## src/rtl/chipscope_probe_ctrl.sv

```systemverilog
// chipscope_probe_ctrl: selects one 16-bit probe group onto the ILA trigger bus,
// qualifies a one-cycle fire strobe on the chosen bit, and sequences
// arm -> fire -> holdoff/done from a VIO control word that is asynchronous to CLK.
module chipscope_probe_ctrl #(
    parameter int NUM_GRP     = 4,
    parameter int SYNC_STAGES = 2
) (
    input  logic                   CLK,
    input  logic                   RESET_N,
    input  logic [16*NUM_GRP-1:0]  I_PROBE_GRP,
    input  logic [15:0]            I_VIO_CTRL,
    output logic [16:0]            O_TRIG,
    output logic [1:0]             O_STATE,
    output logic [7:0]             O_FIRE_CNT
);

    typedef enum logic [1:0] {
        ST_IDLE    = 2'd0,
        ST_ARMED   = 2'd1,
        ST_HOLDOFF = 2'd2,
        ST_DONE    = 2'd3
    } state_t;

    typedef struct packed {
        logic [5:0] holdoff;
        logic       mode;
        logic       pol;
        logic [3:0] bit_idx;
        logic       arm;
        logic       clear;
        logic [1:0] grp_sel;
    } cfg_t;

    localparam logic [2:0] FILL_LAST = 3'(SYNC_STAGES + 1);

    logic [15:0] sync_q [SYNC_STAGES];
    logic [15:0] synced;
    logic [15:0] prev_q;
    logic        stable;
    logic [2:0]  fill_cnt;
    logic        fill_done;
    logic        primed_q;
    cfg_t        cfg_q;

    logic [15:0] sel_data;
    logic [15:0] data_q;
    logic        fire_q;
    logic        nxt_bit;
    logic        cur_bit;
    logic        edge_det;
    logic [5:0]  sel_q;
    logic        sel_changed;
    logic        arm_q;
    logic        arm_rise;

    state_t      state_q, state_d;
    logic [5:0]  hold_q, hold_d;
    logic        fire;
    logic [7:0]  cnt_q;

    assign synced    = sync_q[SYNC_STAGES-1];
    assign stable    = (synced == prev_q);
    assign fill_done = (fill_cnt == FILL_LAST);

    // Synchronizer chain for the asynchronous VIO word.
    // NOTE: every stage of the array is reset explicitly; an unreset stage would
    // let an arbitrary power-up word reach the skew filter.
    always_ff @(posedge CLK or negedge RESET_N) begin
        if (!RESET_N) begin
            for (int i = 0; i < SYNC_STAGES; i++) sync_q[i] <= '0;
        end else begin
            sync_q[0] <= I_VIO_CTRL;
            for (int i = 1; i < SYNC_STAGES; i++) sync_q[i] <= sync_q[i-1];
        end
    end

    // Skew filter: accept the synced word only once it matched on two cycles.
    // Arming is only allowed after a genuine post-reset word with arm low was seen.
    // NOTE: non-blocking assignments keep every flop sampling pre-edge values.
    always_ff @(posedge CLK or negedge RESET_N) begin
        if (!RESET_N) begin
            prev_q   <= '0;
            cfg_q    <= '0;
            fill_cnt <= '0;
            primed_q <= 1'b0;
        end else begin
            prev_q <= synced;
            if (!fill_done) fill_cnt <= fill_cnt + 3'd1;
            if (stable) cfg_q <= cfg_t'(synced);
            if (fill_done && stable && !synced[3]) primed_q <= 1'b1;
        end
    end

    // Probe group mux; selects beyond NUM_GRP read as zero.
    // NOTE: sel_data is defaulted before the loop so no latch is inferred.
    always_comb begin
        sel_data = '0;
        for (int g = 0; g < NUM_GRP; g++) begin
            if (cfg_q.grp_sel == 2'(g)) sel_data = I_PROBE_GRP[16*g +: 16];
        end
    end

    assign nxt_bit     = sel_data[cfg_q.bit_idx];
    assign cur_bit     = data_q[cfg_q.bit_idx];
    assign edge_det    = cfg_q.pol ? (cur_bit & ~nxt_bit) : (~cur_bit & nxt_bit);
    assign sel_changed = ({cfg_q.grp_sel, cfg_q.bit_idx} != sel_q);
    assign arm_rise    = cfg_q.arm & ~arm_q & primed_q;

    // Next-state and fire qualification; clear and disarm take priority.
    always_comb begin
        state_d = state_q;
        hold_d  = hold_q;
        fire    = 1'b0;
        if (cfg_q.clear || !cfg_q.arm) begin
            state_d = ST_IDLE;
            hold_d  = '0;
        end else if (sel_changed && (state_q == ST_ARMED || state_q == ST_HOLDOFF)) begin
            // Edge history belongs to the old selection, so the capture is dropped.
            state_d = ST_IDLE;
            hold_d  = '0;
        end else begin
            case (state_q)
                ST_IDLE: begin
                    if (arm_rise) state_d = ST_ARMED;
                end
                ST_ARMED: begin
                    if (edge_det) begin
                        fire = 1'b1;
                        if (!cfg_q.mode) begin
                            state_d = ST_DONE;
                        end else if (cfg_q.holdoff == 6'd0) begin
                            state_d = ST_ARMED;
                        end else begin
                            state_d = ST_HOLDOFF;
                            hold_d  = 6'd1;
                        end
                    end
                end
                ST_HOLDOFF: begin
                    if (hold_q >= cfg_q.holdoff) begin
                        state_d = ST_ARMED;
                        hold_d  = '0;
                    end else begin
                        hold_d = hold_q + 6'd1;
                    end
                end
                default: ;
            endcase
        end
    end

    // State, trigger bus, selection history and saturating fire counter.
    always_ff @(posedge CLK or negedge RESET_N) begin
        if (!RESET_N) begin
            state_q <= ST_IDLE;
            hold_q  <= '0;
            data_q  <= '0;
            fire_q  <= 1'b0;
            sel_q   <= '0;
            arm_q   <= 1'b0;
            cnt_q   <= '0;
        end else begin
            state_q <= state_d;
            hold_q  <= hold_d;
            data_q  <= sel_data;
            fire_q  <= fire;
            sel_q   <= {cfg_q.grp_sel, cfg_q.bit_idx};
            arm_q   <= cfg_q.arm;
            if (cfg_q.clear) cnt_q <= '0;
            else if (fire && cnt_q != 8'hFF) cnt_q <= cnt_q + 8'd1;
        end
    end

    assign O_TRIG     = {fire_q, data_q};
    assign O_STATE    = state_q;
    assign O_FIRE_CNT = cnt_q;

endmodule
```

## config.mk

```make
export PLATFORM = sky130hd
export DESIGN_NAME = chipscope_probe_ctrl
export DESIGN_NICKNAME = d
export VERILOG_FILES = /design/src/rtl/chipscope_probe_ctrl.sv
export SDC_FILE = /design/constraint.sdc
export NUM_CORES = 1
export LEC_CHECK = 0
export ABC_AREA = 1
export CAP_MARGIN = 5
export CORE_UTILIZATION = 45
export DETAILED_ROUTE_END_ITERATION = 6
export GPL_TIMING_DRIVEN = 1
export HOLD_SLACK_MARGIN = 0.15
export PLACE_DENSITY_LB_ADDON = 0.1
export SLEW_MARGIN = 25
export SYNTH_ARGS = -nofsm -noshare
export SYNTH_HDL_FRONTEND = slang
export SYNTH_SLANG_ARGS = --single-unit
```

## constraint.sdc

```tcl
create_clock -name CLK -period 2.1 [get_ports CLK]
set_clock_uncertainty 0.2 [all_clocks]
set_input_delay 0.63 -clock CLK [delete_from_list [all_inputs] [get_ports CLK]]
set_output_delay 0.63 -clock CLK [all_outputs]
set_load 0.01 [all_outputs]
```

* Word level (Yosys, flattened, before mapping) *
Cells that the tools add are included.

cells by class
  add/subtract/negate cells = 3
  multipliers = 0
  divide/modulo/power cells = 0
  $lt $le $gt $ge = 2
  equality and inequality tests = 14
  shift operators = 0
  muxes and demuxes = 30
  bitwise gates (word level) = 7
  reduce and logical (&&, ||, !) cells = 16

operators by type and width
  cell                 number
  $mux 16              4
  $mux 6               6
  $eq 16x16->1         1
  $mux 8               2
  $mux 2               7
  $pmux 6 s2           1
  $add 8x1->8 const B  1
  $bmux 1 s4           2
  $ne 4x3->1 const B   2
  $ne 4x4->1 const B   2
  $ne 8x8->1 const B   1
  $reduce_and 4->1     2
  $mux 1               7
  $add 6x1->6 const B  1
  $eq 2x2->1 const B   3
  $ge 6x6->1           1
  $logic_not 6->1      1
  $ne 6x6->1           1
  $pmux 2 s3           1
  $lt 4x5->1 const B   1
  $reduce_bool 5->1    1
  $and 1x1->1          4
  $eq 2x1->1 const B   2
  $logic_and 1x1->1    4
  other kinds (9)      14

storage, ports and cells
  bits in registers = 108
  bits in latches = 0
  RAM bits = 0
  memory bits (read-only) = 0
  input port bits = 82
  logic and storage cells = 91
  memories = 0

* Longest topological paths before layout *
Gate-level depths: netlist of the first run.

  word-level depth = 17
  gate-level depth with buffers = 17
  depth with buffers taken out = 16

* Least setup slack after synthesis of the first run *
No wires, ideal clock.

  path type = register to register
  from = reg cfg_q[0] (netlist bit)
  to = reg hold_q[0]
  library setup time = 0.117 ns
  arrival time = 1.778 ns
  data required time = 1.783 ns
  setup slack = 0.005 ns
  cell stages (with the launch flop) = 17
  path buffers = 2
  path through = dfrtp_1 > buf_2 > nand2_2 > buf_6 > or2_0 > nand3_1 > nand2_1 > nand2_1 > nand3_1 > nand3_2 > nand2_2 > nand2_4 > nand2_2 > nand2_4 > nand2_4 > nand2_1 > nand2_1

on the way
  word-level cells in the longest chain between the ends = 12
  elaborated cells between the ends (all ways) = 23
  classes of those cells = eq/ne: 7; mux: 9; bitwise: 3; reduce/logical: 4

RTL lines
  what                               RTL line  RTL
  start, declared                    43        cfg_t cfg_q;
  start signal, assigned             89        if (stable) cfg_q <= cfg_t'(synced);
  $logic_not 2->1                    99        if (cfg_q.grp_sel == 2'(g)) sel_data = I_PROBE_GRP[16*g +: 16];
  $mux 16 (4 in series)              99
  $bmux 1 s4                         103       assign nxt_bit = sel_data[cfg_q.bit_idx];
  $mux 1 (not written as such)       103
  $not 1->1                          105       assign edge_det = cfg_q.pol ? (cur_bit & ~nxt_bit) : (~cur_bit & nxt_bit);
  $and 1x1->1                        105
  $mux 1                             105
  $ne 4x3->1 (no source line)        -
  $reduce_and 4->1 (no source line)  -
  end signal, assigned               164       hold_q <= hold_d;
  end, declared                      57        logic [5:0] hold_q, hold_d;

Several ways; a longest one is shown, not always the timed one. The select of a mux whose other input is x is not followed.
A chain may end at the register's enable or synchronous reset.

* Worst setup path after layout of the first run *
  from = reg cfg_q[1] (netlist bit)
  to = reg hold_q[4]

Same word-level chain as after synthesis.

==> results of run 1 <==
## synthesized netlist by cell type, types with 2 or more instances
cell type and number:
nor4_1 4, o21ai_0 26, o221ai_1 3, nand3_1 81, nor2_1 54, o211ai_1 2, nand3_2 2, or2_1 5
inv_1 41, buf_2 5, xor2_1 10, dfrtp_1 108, buf_4 3, xnor2_1 16, nand2_2 4, nand2_4 3
ha_1 13, clkbuf_1 6, and2_1 16, nand4_1 7, nor2_2 2, nand2_1 88, a21oi_1 15, or2_2 6
inv_2 2, nand3_4 2, or2_0 6
## stage by stage
| stage | instances | area [µm²] |
|---|---|---|
| finish | 847 | 7198 |
| detailed placement | 806 | 6496 |
| floorplan | 542 | 5026 |
| global placement | 806 | 6496 |
| CTS | 841 | 7019 |
| global route | 847 | 7198 |
## cells in the final DEF, fill, tap and decap left out, drive strengths merged, types with 4 or more instances in the layout
cell / n
dlygate4sd2: 27
nand2: 96
xnor2: 16
a21oi: 15
inv: 48
buf: 53
or2: 17
o21ai: 27
nor4: 4
nand3: 85
clkdlybuf4s50: 80
clkbuf: 10
ha: 13
dfrtp: 108
xor2: 10
nor2: 58
and2: 16
nand4: 8
## per-layer routing
| layer | routed length (µm) | vias to the layer above | global-route usage [%] | part of all wire, % |
|---|---|---|---|---|
| met2 | 6174 | 95 | 39.61 | 50 |
| met5 | 0 | - | 0 | 0 |
| met4 | 307 | 0 | 9.100 | 2.5 |
| met1 | 5451 | 2070 | 28.86 | 44 |
| met3 | 539 | 17 | 5.327 | 4.3 |
| li1 | - | 2091 | - | - |
## sequential cells by signal, summed over array words and instances, names as in the netlist
signal and cells:
O_STATE 2, O_FIRE_CNT 8, sel_q 6, fire_q 1, data_q 16, cfg_q 16
fill_cnt 3, primed_q 1, hold_q 6, arm_q 1, sync_q 16, prev_q 16
synced 16
## worst max-delay path, cell delays in order (launching register included)
cell	delay, ns
dfrtp_2	0.46
buf_4	0.16
nand2_8	0.08
or2_2	0.29
nand3_1	0.09
nand2_1	0.06
nand2_1	0.07
nand3_2	0.11
nand3_4	0.11
nand2_2	0.07
nand2_4	0.10
nand2_4	0.07
nand2_4	0.10
nand2_4	0.09
nand2_2	0.08
nand2_1	0.05
## cell families after synthesis
family | share of synthesized area [%]
buf+inv | 4.929
xor+xnor | 4.531
simple gates | 27.78
flops | 53.77
mux | 0.2240
compound gates | 5.526
fa+ha+maj | 3.236
## layout make-up
class	count	area, µm²	share of cell area (%)
clock buffer	9	123.9	1.721
clock inverter	7	86.33	1.199
inverter	43	161.4	2.242
multi-input combinational	376	2336	32.45
sequential	108	2706	37.60
tap	140	175.2	2.434
timing repair buffer	164	1609	22.35
## power groups by stage
| stage | sequential [mW] | combinational (mW) | clock [mW] |
|---|---|---|---|
| 3_3_place_gp | 2.22 | 0.344 | 0 |
| 2_1_floorplan | 2.22 | 0.0837 | 0 |
| 6_report | 2.18 | 0.358 | 1.29 |
| 4_1_cts | 2.18 | 0.354 | 1.34 |
| 3_5_place_dp | 2.22 | 0.349 | 0 |
| 5_1_grt | 2.18 | 0.391 | 1.44 |
## how the worst max path moves through the flow
stage / cells past startpoint / from / endpoint
floorplan: 16 / cfg_q[0] / hold_q[0]
global placement: 12 / I_PROBE_GRP[57] / O_FIRE_CNT[0]
detailed placement: 12 / I_PROBE_GRP[56] / O_FIRE_CNT[3]
CTS: 15 / cfg_q[1] / O_FIRE_CNT[5]
global route: 15 / cfg_q[1] / O_FIRE_CNT[2]
finish: 15 / cfg_q[1] / hold_q[4]
## repair_timing
| action | 4_1_cts | 5_1_grt |
|---|---|---|
| endpoints found under the setup margin | 44 | 32 |
| buffers inserted | 14 | 5 |
| resized for setup | 70 | 28 |
| pin swaps | 7 | 13 |
| hold buffers | 1 | 0 |
| gates cloned | 4 | 1 |
| hold endpoints to repair | 24 | 0 |
==> flow_summary.ini, run 1 <==
[run_status]
outcome = complete, but fails checks
violations = negative setup slack

[sta]
finalWorstPathRequiredPeriod_ns = 2.304
grt_setup_unrepaired = yes
hold_slack_ns = 0.1508
final_min_period_over_clock_period_pct = 109.7
timing.final.setup_violations = 17
worst_slew_margin_rel_pct = 66.55
setup_slack_ns = -0.2044
max_clock_freq_mhz = 433.9
max_slew_violation_count = 0
finalSetupTns_ns = -2.985
timing.final.hold_violations = 0
timing_worst_slew_pin_value_ns = 0.5012

[placement]
port-buffer-count = 108
gp_congestion = 0.8618
hpwl_um = 9098
worst_slack_after_detailed_placement_ns = -0.5961

[routing]
ant_nets = 0
num_vias = 4273
drt_first_pass_iters = 4
avg_wl_per_cell_um = 14.72
via_per_inst = 5.045
drt_iter0_markers = 264
detail_route.wirelength_um = 12470
drc_errors = 0

[logic_synthesis]
ys_ff_latch = 108
synth-seq-area-share_pct = 53.77
synthFlopType = dfrtp_1
synth.area.top_cells = dfrtp_1 54%, nand3_1 8.1%, nand2_1 6.6%, nor2_1 4.0%, ha_1 3.2%
netlist.area_leader.share_pct = 53.77
cells_after_synthesis = 542
synth-edff-count = 0
synth-warning-count = 0
syn_area_mm2 = 0.005026
asyncSetResetFlopFracSynth_pct = 100.0
syn-mean-instance-area_um2 = 9.273
mappedNetlistNets = 637
yosys.cell_types.count = 39
netlist.top_cell.by_area = dfrtp_1

[hold_path]
worst_hold_path.endpoint = synced[12]
hold_depth = 0
worst_hold_startpoint = sync_q[28]
hold_class = flip-flop to flip-flop

[floorplanning]
die_width_um = 107.7
floorplan.initialDensity_pct = 46.36
design.die.area_mm2 = 0.01160
io_pins = 109
placement_rows = 38
die-height_um = 107.7
core_region_area_mm2 = 0.01084

[critical_path]
critPathCaptureType = flip-flop
arrival_ns = 2.39
worst_ep_required_time_ns = 2.18
r2r.worst_path.cells = 15
crit-reg2reg-launch = cfg_q[1]
startpoint_type = flip-flop
timing_worst_setup_path_type = flip-flop to flip-flop
reg_to_reg_critical_path_endpoint = hold_q[4]
r2r_slack_ns = -0.20
worst-path-max-fanout = 16

[power]
netSwitchingFraction_pct = 25.54
power.switching_uw = 975.9
lkg_pwr_nw = 3.436
power.combinational.fraction_pct = 9.4
sequentialPowerShare_pct = 57.0
clock_power_share_pct = 33.7
internal_portion_of_total_power_mw = 2.845
vdd.ir_drop.worst_uv = 870.5
cellPowerDensity_mw_per_mm2 = 530.9
report.power.total_mw = 3.821

[clock_tree]
tritoncts = done
clock_tree.htree_level_count = 3
cts_buffers = 9
clk_root_buffer_cell = clkbuf_8
ctsLongestPathBuffers = 2
cts_num_sinks = 108
worstSkewPairLatency_ns = 0.38
clkTransAtPathRegs_ns = 0.11

[layout]
diodes_inserted = 0
design.final.nets = 797
final_core_util_pct = 66.40
area.growth.synth_to_final_pct = 43.22
fillers = 877
layout-drive-gt1-share_pct = 21.50

[global_routing]
grt_start_max_net_pins = 33
grt_pass1_wl_um = 20650
grt_usage_pct = 23.38
grt_antenna_before_repair = 0
grt_pass1_vias = 4401
global_route.overflow_total = 0

[run]
maxCapViolCount = 0
No activity file was read; power rests on OpenSTA's default activity.
==> run 2, diff against run 1 <==
Settings changed: CAP_MARGIN 5 to 20.
==> results of run 2 <==
Same layout as run 1: the final DEF is identical, and so are final timing and power.
